`src/rtl/enc_tx_packer.sv`:
```
// Packs 2-bit encoder symbols LSB-first into bytes, buffers them in a small FIFO
// and feeds a start/busy UART transmitter without losing data to back-pressure.
module enc_tx_packer #(
  parameter int FIFO_DEPTH = 8
) (
  input  logic                          clk,
  input  logic                          rst_n,
  input  logic                          sym_valid,
  input  logic [1:0]                    sym,
  input  logic                          flush,
  input  logic                          tx_busy,
  output logic                          tx_start,
  output logic [7:0]                    tx_data,
  output logic [$clog2(FIFO_DEPTH):0]   fifo_count,
  output logic                          overflow
);

  localparam int AW = $clog2(FIFO_DEPTH);
  localparam logic [AW:0] PTR_ONE = {{AW{1'b0}}, 1'b1};

  typedef enum logic [1:0] {
    IDLE,
    START,
    WAIT_BUSY,
    WAIT_DONE
  } state_t;

  // ---- packer stage: symbol accumulation ----
  logic [1:0] sidx;
  logic [7:0] pack;
  logic [1:0] sidx_nxt;
  logic [7:0] pack_nxt;
  logic       byte_done;
  logic       push;

  always_comb begin
    pack_nxt = pack;
    sidx_nxt = sidx;
    if (sym_valid) begin
      pack_nxt[{sidx, 1'b0} +: 2] = sym;
      sidx_nxt                    = sidx + 2'd1;
    end
  end

  // A completed byte already leaves sidx_nxt at zero, so a coincident flush adds nothing.
  assign byte_done = sym_valid && (sidx == 2'd3);
  assign push      = byte_done || (flush && (sidx_nxt != 2'd0));

  // pack is cleared after every push so a flushed partial byte is zero-padded.
  always_ff @(posedge clk or negedge rst_n) begin
    if (!rst_n) begin
      sidx <= 2'd0;
      pack <= 8'h00;
    end else if (push) begin
      sidx <= 2'd0;
      pack <= 8'h00;
    end else begin
      sidx <= sidx_nxt;
      pack <= pack_nxt;
    end
  end

  // ---- FIFO stage: circular buffer with wrap-bit pointers ----
  logic [7:0]  mem [FIFO_DEPTH];
  logic [AW:0] wr_ptr;
  logic [AW:0] rd_ptr;
  logic        full;
  logic        empty;
  logic        pop;
  logic        wr_en;

  assign empty = (wr_ptr == rd_ptr);
  assign full  = (wr_ptr[AW] != rd_ptr[AW]) && (wr_ptr[AW-1:0] == rd_ptr[AW-1:0]);
  // A simultaneous pop frees the head slot, so a push on a full FIFO still lands.
  assign wr_en = push && (!full || pop);

  always_ff @(posedge clk) begin
    if (wr_en) begin
      mem[wr_ptr[AW-1:0]] <= pack_nxt;
    end
  end

  always_ff @(posedge clk or negedge rst_n) begin
    if (!rst_n) begin
      wr_ptr   <= '0;
      rd_ptr   <= '0;
      overflow <= 1'b0;
    end else begin
      if (wr_en) begin
        wr_ptr <= wr_ptr + PTR_ONE;
      end
      if (pop) begin
        rd_ptr <= rd_ptr + PTR_ONE;
      end
      if (push && !wr_en) begin
        overflow <= 1'b1;
      end
    end
  end

  assign fifo_count = wr_ptr - rd_ptr;

  // ---- TX stage: start/busy handshake ----
  state_t state;
  state_t state_nxt;

  always_ff @(posedge clk or negedge rst_n) begin
    if (!rst_n) begin
      state <= IDLE;
    end else begin
      state <= state_nxt;
    end
  end

  always_comb begin
    state_nxt = state;
    pop       = 1'b0;
    tx_start  = 1'b0;
    case (state)
      IDLE: begin
        if (!empty && !tx_busy) begin
          pop       = 1'b1;
          state_nxt = START;
        end
      end
      START: begin
        tx_start  = 1'b1;
        state_nxt = WAIT_BUSY;
      end
      WAIT_BUSY: begin
        if (tx_busy) begin
          state_nxt = WAIT_DONE;
        end
      end
      WAIT_DONE: begin
        if (!tx_busy) begin
          state_nxt = IDLE;
        end
      end
      default: state_nxt = IDLE;
    endcase
  end

  // tx_data is loaded on pop and holds through the whole transmitter busy window.
  always_ff @(posedge clk or negedge rst_n) begin
    if (!rst_n) begin
      tx_data <= 8'h00;
    end else if (pop) begin
      tx_data <= mem[rd_ptr[AW-1:0]];
    end
  end

endmodule

```
`config.mk`:
```
export PLATFORM = sky130hd
export DESIGN_NAME = enc_tx_packer
export DESIGN_NICKNAME = d
export VERILOG_FILES = /design/src/rtl/enc_tx_packer.sv
export SDC_FILE = /design/constraint.sdc
export NUM_CORES = 1
export LEC_CHECK = 0
export CAP_MARGIN = 5
export CORE_MARGIN = 1.5
export CORE_UTILIZATION = 53
export DETAILED_ROUTE_END_ITERATION = 12
export GPL_TIMING_DRIVEN = 0
export PLACE_DENSITY = 0.73
export SLEW_MARGIN = 40
export SYNTH_ARGS = -nofsm -noshare
export SYNTH_HDL_FRONTEND = slang
export SYNTH_SLANG_ARGS = --single-unit
```
`constraint.sdc`:
```
create_clock -name clk -period 2.6 [get_ports clk]
set_input_delay 0.78 -clock clk [delete_from_list [all_inputs] [get_ports clk]]
set_output_delay 0.78 -clock clk [all_outputs]
set_load 0.01 [all_outputs]
```
## After elaboration in Yosys (flattened, before gate mapping)

Memory sizes are Yosys's and may differ from the RTL's. A register that Yosys moved wholly into a read port is not among the register bits.
Index checks and enable logic that the tools add are counted.

| word-level totals | value |
|---|---|
| bits of input ports | 7 |
| RAM bits | 64 |
| logic and storage cells | 54 |
| bits in registers | 21 |
| output and inout port bits | 14 |
| memories kept | 1 |

Memories:

| name | words | bits a word | rd ports | clocked after memory_dff | write ports | RTL line | text |
|---|---|---|---|---|---|---|---|
| mem | 8 | 8 | 1 | 1 | 1 | 64 | `logic [7:0] mem [FIFO_DEPTH];` |

| cells by class | value |
|---|---|
| shifts and indexed selects | 2 |
| muxes and demuxes | 14 |
| reductions and logical operators | 16 |
| eq/ne operators | 10 |
| $add $sub $neg | 5 |

Operators by type and width:

| operator | number |
|---|---|
| two-way mux 8 bit | 2 |
| two-way mux 2 bit | 5 |
| adder 4 x 1 -> 4 bit, second input constant | 2 |
| bitwise mux 8 bit | 1 |
| case mux 2 bit (4 select lines) | 1 |
| variable shift 2 x 5 -> 8 bit, first input constant | 1 |
| indexed part select 2 x 5 -> 8 bit | 1 |
| == test 2 bit, second input constant | 3 |
| logical AND 1 bit | 6 |
| inequality test 2 bit, second input constant | 3 |
| zero test 1 bit | 5 |
| two-way mux 1 bit | 5 |
| negator 3 -> 5 bit | 1 |
| == test 4 bit | 1 |
| subtractor 4 bit | 1 |
| == test 3 bit | 1 |
| AND reduction 3 bit | 1 |
| adder 2 x 1 -> 2 bit, second input constant | 1 |
| == test 2 x 1 -> 1 bit, second input constant | 1 |
| zero test 2 bit | 1 |
| logical OR 1 bit | 2 |
| nonzero test 2 bit | 1 |
| inequality test 1 bit | 1 |

## Logic depth before layout (Yosys ltp)

| logic depth | value |
|---|---|
| word-level depth | 9 |
| gate-level depth with buffers | 9 |
| gate-level depth less buffers | 6 |

## Least setup slack after synthesis

Ideal clock, no wire load.

| path | value |
|---|---|
| path kind | flip-flop to flip-flop |
| start point | register rd_ptr[2] |
| end point | memory mem[1][0] (enable) |
| setup time | 0.383 ns |
| required time | 2.217 ns |
| setup slack | -0.052 ns |
| arrival time | 2.269 ns |
| buffers on the path | 2 |
| period minus slack after synthesis | 2.652 ns |
| cell stages (with the launch flop) | 9 |
| cell sequence | dfrtp_1 > clkbuf_1 > buf_2 > inv_1 > ha_1 > nand3_1 > or3_4 > nand3_1 > nor3_1 |

| on the way | value |
|---|---|
| word-level cells in the longest chain between the ends | 9 |
| elaborated cells between the ends (all ways) | 12 |
| classes of those cells | eq/ne: 2; mux: 4; reduce/logical: 6 |

RTL lines:

| what | RTL line | text |
|---|---|---|
| start: declaration | 66 | `logic [AW:0] rd_ptr;` |
| start signal: assignment | 93 | `rd_ptr <= rd_ptr + PTR_ONE;` |
| == test 4 bit | 72 | `assign empty = (wr_ptr == rd_ptr);` |
| zero test 1 bit | 121 | `if (!empty && !tx_busy) begin` |
| logical AND 1 bit | 121 |  |
| two-way mux 1 bit | 121 |  |
| two-way mux 1 bit | 119 | `case (state)` |
| logical OR 1 bit * | 75 | `assign wr_en = push && (!full \|\| pop);` |
| logical AND 1 bit * | 75 |  |
| two-way mux 1 bit * | 78 | `if (wr_en) begin` |
| two-way mux 1 bit (not written as such) * | 79 | `mem[wr_ptr[AW-1:0]] <= pack_nxt;` |
| end: declaration | 64 |  |

Mark *: on every way between the ends. The rest lies on a longest branch, timed or not.

## Worst setup path after layout

| path | value |
|---|---|
| start point | register rd_ptr[1] |
| end point | output fifo_count[3] |

| on the way | value |
|---|---|
| word-level cells in the longest chain between the ends | 1 |

RTL lines:

| what | RTL line | text |
|---|---|---|
| subtractor 4 bit | 101 | `assign fifo_count = wr_ptr - rd_ptr;` |
| end: declaration | 14 | `output logic [$clog2(FIFO_DEPTH):0] fifo_count,` |

Every way passes these cells.

==> results.toml <==
[clock_network]
cts_tree = "done"
htree_levels = 3
path_clk_slew_ps = 90
cts_buffers = 9
clk_latency_ps = 340
clkSinkCount = 93
clk_path_buf_depth = 2
cts_hold_buf = 0
cts_root_buffer = "clkbuf_8"

[critical_path]
r2r_slack_ps = 90
rr_worst_depth = 8
start_kind = "register"
regToRegStartpoint = "sidx[0]"
critical_path.max_fanout = 10
arrival_ps = 1750
cp.required_ps = 1820
worstSetupPathType = "reg2out"
endpoint_kind = "output port"
r2r_end = "mem[1][1]"

[die]
io_pins = 21
die_area_um2 = 8150
fp.dieH_um = 90.3
start_util = 0.553
fp-row-count = 31
core_um2 = 7290
die_w_um = 90.3

[logic_synthesis]
ys.flop_type = "edfxtp_1"
syn_area_um2 = 4040
ys_seq_area_frac = 0.656
synth-seq-cells = 93
yosys_warnings = 0
syn_nets = 284
synth-edff-count = 64
avgSynthCellArea_um2 = 15.5
async_reset_ff_frac = 0.312
syn_inst = 261
netlist-cell-type-count = 33

[placed_design]
hpwl_um = 4880
dp.cells = 380
gp_congestion = 0.745
port_buffers = 19

[drt]
met2_length_um = 3920
maxUsedRoutingLayer = "met4"
wl_met3_um = 215
drc_errors = 0
wl_met1_um = 3260
vias = 2187
drt-pass1-iter-count = 5
first_iter_violations = 135
viasPerCell = 5.41
drtAntennaViolNets = 0
post_drt_wl_per_cell_um = 18.4
drt-total-wl_um = 7440

[timing]
layout_min_cycle_time_ps = 2530
setup_tns_ps = 0
tightest_slew_ps = 677
hold_slack_ps = 342
setup_viol = 0
hold_viol_final = 0
timing.fmax_mhz = 395
slew_viol_final = 0
fin_skew_ps = 11.0
finalCritPeriodShare = 0.973
max_slew_margin = 0.546

[pwr]
power.leakage_uw = 0.00184
pwr_density_cell_nw_per_um2 = 1150
total_power_uw = 5620
ir_drop_v = 0.000744

[global_routing]
grt_use_total = 0.192
grt_max_degree = 17
grt_overflow = 0
antenna_found_initial = 0
grt_pass1_wl_um = 11800
grt_pass1_vias = 2240

[worst_hold_path]
hold_path_class = "in2async"

[final_layout]
syn_to_final_growth_pct = 21.2
antenna_cells = 0
fillers = 533
fin_cells = 404
layout.nets = 323
drive_above_1_share = 0.275

[run]
maxCapViolCount = 0

[run_status]
outcome = "finished clean"
worst max-delay path by stage:
stage / startpoint / to / slack, ps / cells past startpoint
floorplan: rd_ptr[1] / fifo_count[3] / 160 / 6
global placement: rd_ptr[1] / fifo_count[3] / -640 / 7
detailed placement: rd_ptr[1] / fifo_count[3] / -650 / 7
CTS: sidx[0] / mem[7][7] / -250 / 7
global route: wr_ptr[0] / fifo_count[1] / -20 / 5
finish: rd_ptr[1] / fifo_count[3] / 70 / 7
cell usage in the layout (no fill, tap or decap), types with 9 or more instances in the layout:
cell and count:
clkbuf_8 11, clkdlybuf4s50_1 15, dfrtp_1 27, edfxtp_1 64, ha_1 12, inv_1 10
mux2i_1 11, mux4_2 16, nand2_1 22, nor2b_1 10, o21ai_0 9
flip-flops by register name, indices dropped and copies added, names as in the netlist:
| name | count |
|---|---|
| overflow | 1 |
| pack | 8 |
| mem | 64 |
| rd_ptr | 4 |
| state | 2 |
| sidx | 2 |
| wr_ptr | 4 |
| tx_data | 8 |
final cells by class:
class                           instances  area, µm²  area share
Sequential cell                        93       2650       0.542
Multi-Input combinational cell        145       1450       0.297
Timing Repair Buffer                   29        319      0.0653
Clock buffer                           10        138      0.0281
Tap cell                               99        124      0.0253
Clock inverter                          6       93.8      0.0192
Buffer                                 10       68.8      0.0141
Inverter                               12       45.0     0.00921
stage by stage:
stage / area [µm²] / worst slack [ps] / utilization
after floorplan: 4050 / 155 / -
after global placement: 4360 / -638 / 0.598
after detailed placement: 4380 / -647 / 0.601
after CTS: 4680 / -248 / 0.642
after global routing: 4890 / -15.9 / 0.671
final: 4890 / 71.5 / 0.671
metal layers:
metal	up-vias	track usage
li1	1033	-
met1	1117	0.256
met2	33	0.321
met3	4	0.0278
met4	0	0.0780
met5	-	0
report_power, final:
| group | switching (µW) | total, µW | internal, µW |
|---|---|---|---|
| clock network | 494 | 1070 | 575 |
| registers | 158 | 2080 | 1930 |
| logic | 1290 | 2460 | 1180 |
timing repair:
| action | in CTS | in global routing |
|---|---|---|
| hold endpoints to repair | 0 | 0 |
| setup endpoints to repair | 70 | 67 |
| pin swaps | 2 | 4 |
| buffers inserted | 5 | 4 |
| resized for setup | 19 | 22 |
cells in the mapped netlist, types with 4 or more instances:
cell | instances | area share
nand3_1 | 7 | 0.0087
ha_1 | 15 | 0.047
nor2b_1 | 10 | 0.016
inv_1 | 12 | 0.011
nand2_1 | 22 | 0.020
mux2i_1 | 11 | 0.027
nand2b_1 | 6 | 0.0093
buf_2 | 6 | 0.0074
xnor2_1 | 8 | 0.017
o21ai_0 | 11 | 0.014
o31ai_1 | 4 | 0.0074
mux4_2 | 16 | 0.089
nor2_1 | 14 | 0.013
mux2_2 | 4 | 0.011
edfxtp_1 | 64 | 0.48
dfrtp_1 | 29 | 0.18
critical path, stage by stage, from the launching register on:
cell and delay (ps):
dfrtp_1 400, clkbuf_8 190, inv_2 80, ha_4 190
a21o_1 160, a21oi_2 140, xnor2_1 120, buf_2 140
cell families after synthesis:
family,count (synthesis),share of synthesized area
AO/OA/AOI/OAI,22,0.0369
buffers and inverters,23,0.0251
multiplexers,32,0.131
flip-flops,93,0.656
adder cells (fa/ha/maj),16,0.0515
XOR/XNOR,10,0.0217
AND/OR/NAND/NOR,65,0.0772
Note: power is estimated with default switching activity, not from simulation.
